--- config.mk ---
export PLATFORM = sky130hd
export DESIGN_NAME = newton_iter_invsqrt
export DESIGN_NICKNAME = d
export VERILOG_FILES = /design/src/rtl/newton_iter_invsqrt_pkg.sv /design/src/rtl/newton_iter_invsqrt_fp32_mul.sv /design/src/rtl/newton_iter_invsqrt.sv
export SDC_FILE = /design/constraint.sdc
export NUM_CORES = 2
export LEC_CHECK = 0
export BUFFER_PORTS_ARGS = -buffer_cell sky130_fd_sc_hd__clkbuf_2
export CORE_UTILIZATION = 46
export DETAILED_ROUTE_END_ITERATION = 6
export PLACE_DENSITY = 0.6
export SKIP_CTS_REPAIR_TIMING = 1
export SYNTH_ARGS = -nofsm -noshare
export SYNTH_HDL_FRONTEND = slang
export SYNTH_SLANG_ARGS = --single-unit
--- constraint.sdc ---
create_clock -name clk -period 12.6 [get_ports clk]
set_input_delay 2.52 -clock clk [delete_from_list [all_inputs] [get_ports clk]]
set_output_delay 2.52 -clock clk [all_outputs]
set_load 0.02 [all_outputs]
--- src/rtl/newton_iter_invsqrt_pkg.sv ---
// Shared types and constants for the Newton-Raphson inverse-square-root refiner.
// Also holds the fixed-point 1.5 - t step used by the SUB state.
package newton_iter_invsqrt_pkg;

    typedef enum logic [2:0] {
        IDLE = 3'd0,
        SQ   = 3'd1,
        MXY  = 3'd2,
        SUB  = 3'd3,
        MUL  = 3'd4,
        DONE = 3'd5
    } state_t;

    localparam int FP_EXP_W = 8;
    localparam int FP_MAN_W = 23;
    localparam int FP_BIAS  = 127;

    localparam logic [31:0] FP_THREE_HALVES = 32'h3FC0_0000;
    localparam logic [31:0] FP_QNAN         = 32'h7FC0_0000;
    localparam logic [31:0] FP_PINF         = 32'h7F80_0000;

    localparam logic [31:0] Q230_THREE_HALVES = 32'h6000_0000;

    // r = 1.5 - t computed in unsigned Q2.30; t is never negative on a live path, so a negative t just yields +0
    function automatic logic [31:0] three_halves_minus(input logic [31:0] t);
        logic [55:0] wide;
        logic [31:0] t_fix;
        logic [31:0] r_fix;
        logic [4:0]  lead;
        logic [7:0]  sh;
        logic [31:0] res;
        wide = {1'b1, t[22:0], 32'h0000_0000};
        sh   = 8'd152 - t[30:23];
        if (t[30:23] == 8'd0) begin
            t_fix = 32'd0;
        end else begin
            t_fix = 32'(wide >> sh);
        end
        r_fix = 32'd0;
        lead  = 5'd0;
        if (t[31] || (t[30:23] >= 8'd128) || (t_fix >= Q230_THREE_HALVES)) begin
            res = 32'h0000_0000;
        end else begin
            r_fix = Q230_THREE_HALVES - t_fix;
            for (int i = 0; i < 31; i++) begin
                lead = r_fix[i] ? 5'(i) : lead;
            end
            res = {1'b0, 8'(8'd97 + {3'd0, lead}), 23'((r_fix << (5'd31 - lead)) >> 8)};
        end
        return res;
    endfunction

endpackage

--- src/rtl/newton_iter_invsqrt_fp32_mul.sv ---
// Combinational fp32 multiplier: truncated mantissa, denormals flushed to zero,
// exponent overflow saturated to the largest finite magnitude.
module fp32_mul
    import newton_iter_invsqrt_pkg::*;
(
    input  logic [31:0] a,
    input  logic [31:0] b,
    output logic [31:0] product
);

    logic              sign_s;
    logic [47:0]       man_a_s;
    logic [47:0]       man_b_s;
    logic [24:0]       prod_hi_s;
    logic signed [9:0] exp_s;

    // Multiply, normalise by at most one place, then classify the exponent
    always_comb begin
        sign_s    = a[31] ^ b[31];
        man_a_s   = {24'd0, 1'b1, a[22:0]};
        man_b_s   = {24'd0, 1'b1, b[22:0]};
        prod_hi_s = 25'((man_a_s * man_b_s) >> 23);
        exp_s     = signed'({2'b00, a[30:23]}) + signed'({2'b00, b[30:23]}) - 10'sd127
                    + (prod_hi_s[24] ? 10'sd1 : 10'sd0);
        if ((a[30:23] == 8'd0) || (b[30:23] == 8'd0)) begin
            product = {sign_s, 31'd0};
        end else if (exp_s <= 10'sd0) begin
            product = {sign_s, 31'd0};
        end else if (exp_s >= 10'sd255) begin
            product = {sign_s, 8'hFE, 23'h7F_FFFF};
        end else if (prod_hi_s[24]) begin
            product = {sign_s, exp_s[7:0], prod_hi_s[23:1]};
        end else begin
            product = {sign_s, exp_s[7:0], prod_hi_s[22:0]};
        end
    end

endmodule

--- src/rtl/newton_iter_invsqrt.sv ---
// Multi-cycle Newton-Raphson refinement y = y*(1.5 - x2*y*y), ITER passes,
// one shared fp32 multiplier, valid/ready handshakes on both sides.
module newton_iter_invsqrt
    import newton_iter_invsqrt_pkg::*;
#(
    parameter int ITER = 1
) (
    input  logic        clk,
    input  logic        rst,
    input  logic        ce,
    input  logic        in_valid,
    output logic        in_ready,
    input  logic [31:0] y0_in,
    input  logic [31:0] x2_in,
    output logic        out_valid,
    input  logic        out_ready,
    output logic [31:0] out_data
);

    state_t      state_r, state_nx_s;
    logic [1:0]  iter_r;
    logic [31:0] y_r, x2_r, t_r, r_r;
    logic        nan_r, inf_r;
    logic        in_ready_r, out_valid_r;
    logic [31:0] out_data_r;
    logic [31:0] mul_a_s, mul_b_s, mul_p_s, sub_r_s;
    logic        accept_s, last_iter_s;

    fp32_mul u_mul (
        .a       (mul_a_s),
        .b       (mul_b_s),
        .product (mul_p_s)
    );

    // State register
    always_ff @(posedge clk or negedge rst) begin
        if (!rst) begin
            state_r <= IDLE;
        end else begin
            state_r <= state_nx_s;
        end
    end

    // Next-state logic; ce low freezes everything
    always_comb begin
        accept_s    = ce && in_valid && in_ready_r;
        last_iter_s = (iter_r == 2'(ITER - 1));
        state_nx_s  = state_r;
        if (!ce) begin
            state_nx_s = state_r;
        end else begin
            case (state_r)
                IDLE:    state_nx_s = accept_s ? SQ : IDLE;
                SQ:      state_nx_s = MXY;
                MXY:     state_nx_s = SUB;
                SUB:     state_nx_s = MUL;
                MUL:     state_nx_s = last_iter_s ? DONE : SQ;
                DONE:    state_nx_s = out_ready ? IDLE : DONE;
                default: state_nx_s = IDLE;
            endcase
        end
    end

    // Operand steering for the shared multiplier and the SUB step
    always_comb begin
        sub_r_s = three_halves_minus(t_r);
        case (state_r)
            SQ: begin
                mul_a_s = y_r;
                mul_b_s = y_r;
            end
            MXY: begin
                mul_a_s = x2_r;
                mul_b_s = t_r;
            end
            MUL: begin
                mul_a_s = y_r;
                mul_b_s = r_r;
            end
            default: begin
                mul_a_s = 32'd0;
                mul_b_s = 32'd0;
            end
        endcase
    end

    // Datapath registers: operands captured on accept, one operation per state
    always_ff @(posedge clk or negedge rst) begin
        if (!rst) begin
            y_r    <= 32'd0;
            x2_r   <= 32'd0;
            t_r    <= 32'd0;
            r_r    <= 32'd0;
            iter_r <= 2'd0;
            nan_r  <= 1'b0;
            inf_r  <= 1'b0;
        end else if (ce) begin
            case (state_r)
                IDLE: begin
                    if (accept_s) begin
                        y_r    <= y0_in;
                        x2_r   <= x2_in;
                        iter_r <= 2'd0;
                        nan_r  <= x2_in[31];
                        inf_r  <= (x2_in[30:23] == 8'd0);
                    end
                end
                SQ, MXY: t_r <= mul_p_s;
                SUB:     r_r <= sub_r_s;
                MUL: begin
                    y_r    <= mul_p_s;
                    iter_r <= iter_r + 2'd1;
                end
                default: y_r <= y_r;
            endcase
        end
    end

    // Registered handshake outputs and result; NaN outranks +Inf
    always_ff @(posedge clk or negedge rst) begin
        if (!rst) begin
            in_ready_r  <= 1'b0;
            out_valid_r <= 1'b0;
            out_data_r  <= 32'd0;
        end else if (ce) begin
            in_ready_r  <= (state_nx_s == IDLE);
            out_valid_r <= (state_nx_s == DONE);
            if ((state_r == MUL) && (state_nx_s == DONE)) begin
                out_data_r <= nan_r ? FP_QNAN : (inf_r ? FP_PINF : mul_p_s);
            end
        end
    end

    assign in_ready  = in_ready_r;
    assign out_valid = out_valid_r;
    assign out_data  = out_data_r;

endmodule

==> flow_summary.yaml <==
hold_path:
  holdPathStages: 2
  holdPathEnd: "out_data[6]"
  hold_path.startpoint: "out_data[6]"
  holdCritPathClass: "register to register"
sta:
  slew-limit-headroom: 0.2541
  finClkSkew_ns: 0.01423
  fin_crit_ns: 11.92
  hold_viol_final: 0
  finalSetupViolCount: 0
  report.final.slew_viol_count: 0
  timing.final.crit_share: 0.9464
  rsz0062_at_grt: "false"
  timing.fmax_mhz: 83.86
  worst_pin_slew_ns: 1.110
worst_setup_path:
  path_delay_family: "adder cells"
  cp_slowest_stage_delay_ns: 0.63
  arrival_ns: 12.23
  critPathMaxFanout: 57
  endpoint_kind: "register"
  ff2ff_path_depth: 44
  rr_startpoint: "state_r[2]"
  critical_path_class: "register to register"
  cp.depth: 44
  path_buf_inv: 11
  cpMostUsedCell: "inv_1"
  crit_required_ns: 12.91
  timing.rr.end: "y_r[10]"
  critPathLaunchType: "register"
  r2r_slack_ns: 0.68
  cp_slowest_cell: "a22oi_2"
floorplanning:
  ios: 103
  start_util: 0.4678
  die_y_um: 269.6
  dieArea_um2: 72670
  die_w_um: 269.6
  core_area_um2: 70390
  rows: 97
synthesis:
  synthArstFlopShare: 1.000
  yosysSeqAreaShare: 0.1269
  netlist_instances: 3912
  synth_area_um2: 32930
  synth_seq_cells: 167
  syn_area_per_cell_um2: 8.418
  ys_types: 129
  synth-edff-count: 0
  yosys_warnings: 0
  syn_nets: 4646
  synth_ff_type: "dfrtp_1"
job:
  cap_violations: 0
grt:
  grt_max_degree: 101
  grtUsageTotal: 0.3246
  grt_pass1_wl_um: 180800
  antenna_found_initial: 2
  grt_remaining_overflow: 0
  grt_pass1_vias: 29159
cells_and_area:
  stdcell_count: 4862
  syn2layout_area_growth_pct: 6.413
  fillCellCount: 6910
  layout-drive-gt1-share: 0.1109
  layout_commonest_cell: "inv_1"
  n_antenna_cell: 0
  final_cell_mix: "inv_1, nand2_1, fa_1"
  multiInputGateArea_um2: 25520
  layout.area.seq_um2: 4182
  nNetsFinal: 4643
clocking:
  clk_pin_slew_ns: 0.07
  cts_max_level: 4
  worstSkewPairLatency_ns: 0.45
  tritoncts: "yes"
  cts_buffers: 17
  clock_tree.root_cell: "clkbuf_16"
  cts_sinks: 167
  cts_buffer_depth: 2
drt:
  ant_nets: 0
  drt_pass1_iterations: 7
  drc_errors: 0
  drt_iter0_drc: 3114
  vias: 29457
  wl_per_cell_um: 24.15
  vias_per_cell: 6.059
  wirelength_um: 117400
power:
  p_per_area_nw_per_um2: 296.1
  vdd_drop_max_mv: 0.2737
  p_total_mw: 10.38
  p_leak_nw: 16.16
placed_design:
  gp_congestion: 0.9919
  dpl.cell_count: 4830
  port_buffers: 102
  place_hpwl_um: 95270
status:
  status: "finished clean"
cell type report:
cell class,instances,area share
well taps,940,0.03356
repair buffers,208,0.03792
flip-flops and latches,167,0.1193
clock buffers,19,0.01264
multi-input cells,2910,0.7283
inverters,605,0.06494
clock inverters,13,0.003356
cells in the mapped netlist (32+ instances only):
| cell | count | area [um^2] |
|---|---|---|
| buf_2 | 32 | 160.2 |
| xnor2_1 | 39 | 341.6 |
| o21ai_0 | 166 | 830.8 |
| clkbuf_1 | 151 | 566.8 |
| nand2_1 | 501 | 1881 |
| dfrtp_1 | 167 | 4179 |
| ha_1 | 183 | 2290 |
| a21o_1 | 44 | 330.3 |
| fa_1 | 482 | 9649 |
| nor3_1 | 80 | 400.4 |
| a22oi_1 | 50 | 375.4 |
| mux2_2 | 47 | 529.3 |
| nand3_1 | 66 | 330.3 |
| nor2_1 | 397 | 1490 |
| a21oi_1 | 151 | 755.7 |
| mux2i_1 | 57 | 570.6 |
| a22o_1 | 53 | 464.2 |
| inv_1 | 586 | 2200 |
metal layers:
| metal | global-route usage | share of wire | vias up |
|---|---|---|---|
| li1 | - | - | 12997 |
| met1 | 0.4462 | 0.41 | 14604 |
| met2 | 0.5060 | 0.45 | 1562 |
| met3 | 0.05771 | 0.094 | 292 |
| met4 | 0.1317 | 0.047 | 2 |
| met5 | 0 | 0.00011 | - |
sequential cells by signal (all words and copies together), names as in the netlist:
register and flops:
t_r 32, in_ready 1, inf_r 1, out_valid 1, x2_r 32, iter_r 2, state_r 3, out_data 32
r_r 31, y_r 32
how the worst max path moves through the flow:
stage                     from      end  slack (ns)
floorplan           state_r[0]  y_r[18]        0.93
global placement    state_r[0]  y_r[18]        0.12
detailed placement  state_r[0]   y_r[1]        0.03
CTS                 state_r[0]   y_r[3]       -0.04
global route        state_r[2]   y_r[7]        0.05
finish              state_r[2]  y_r[10]        0.68
where the power goes:
part	switching [mW]	internal [mW]	leakage (nW)	total [mW]
registers	0.333	0.724	2.18	1.06
logic	5.88	2.93	13.7	8.81
clock network	0.250	0.264	0.275	0.513
total	6.46	3.92	16.2	10.4
worst min-delay path, cell delays in order (launching register included):
cell and delay [ns]:
dfrtp_1 0.35, nand2_1 0.04, o21ai_0 0.06
cells by family after synthesis:
family,synth area share
AO/OA/AOI/OAI,0.1695
buffers and inverters,0.1022
XOR/XNOR,0.01797
adder cells (fa/ha/maj),0.3625
multiplexers,0.04855
AND/OR/NAND/NOR,0.1724
flip-flops,0.1269
through the flow:
| stage | TNS [ns] | worst slack [ns] | utilization | cell area [um^2] | hold WS, ns |
|---|---|---|---|---|---|
| after floorplan | 0 | 0.9332 | - | 32930 | 0.4469 |
| after detailed placement | 0 | 0.02663 | 0.4895 | 34460 | 0.4743 |
| final | 0 | 0.6759 | 0.4978 | 35040 | 0.4889 |
| after global placement | 0 | 0.1226 | 0.4895 | 34460 | 0.4654 |
| after global routing | 0 | 0.05003 | 0.4978 | 35040 | 0.5246 |
| after CTS | -0.1482 | -0.04382 | 0.4975 | 35020 | 0.4919 |
No activity file was read; power rests on OpenSTA's default activity.
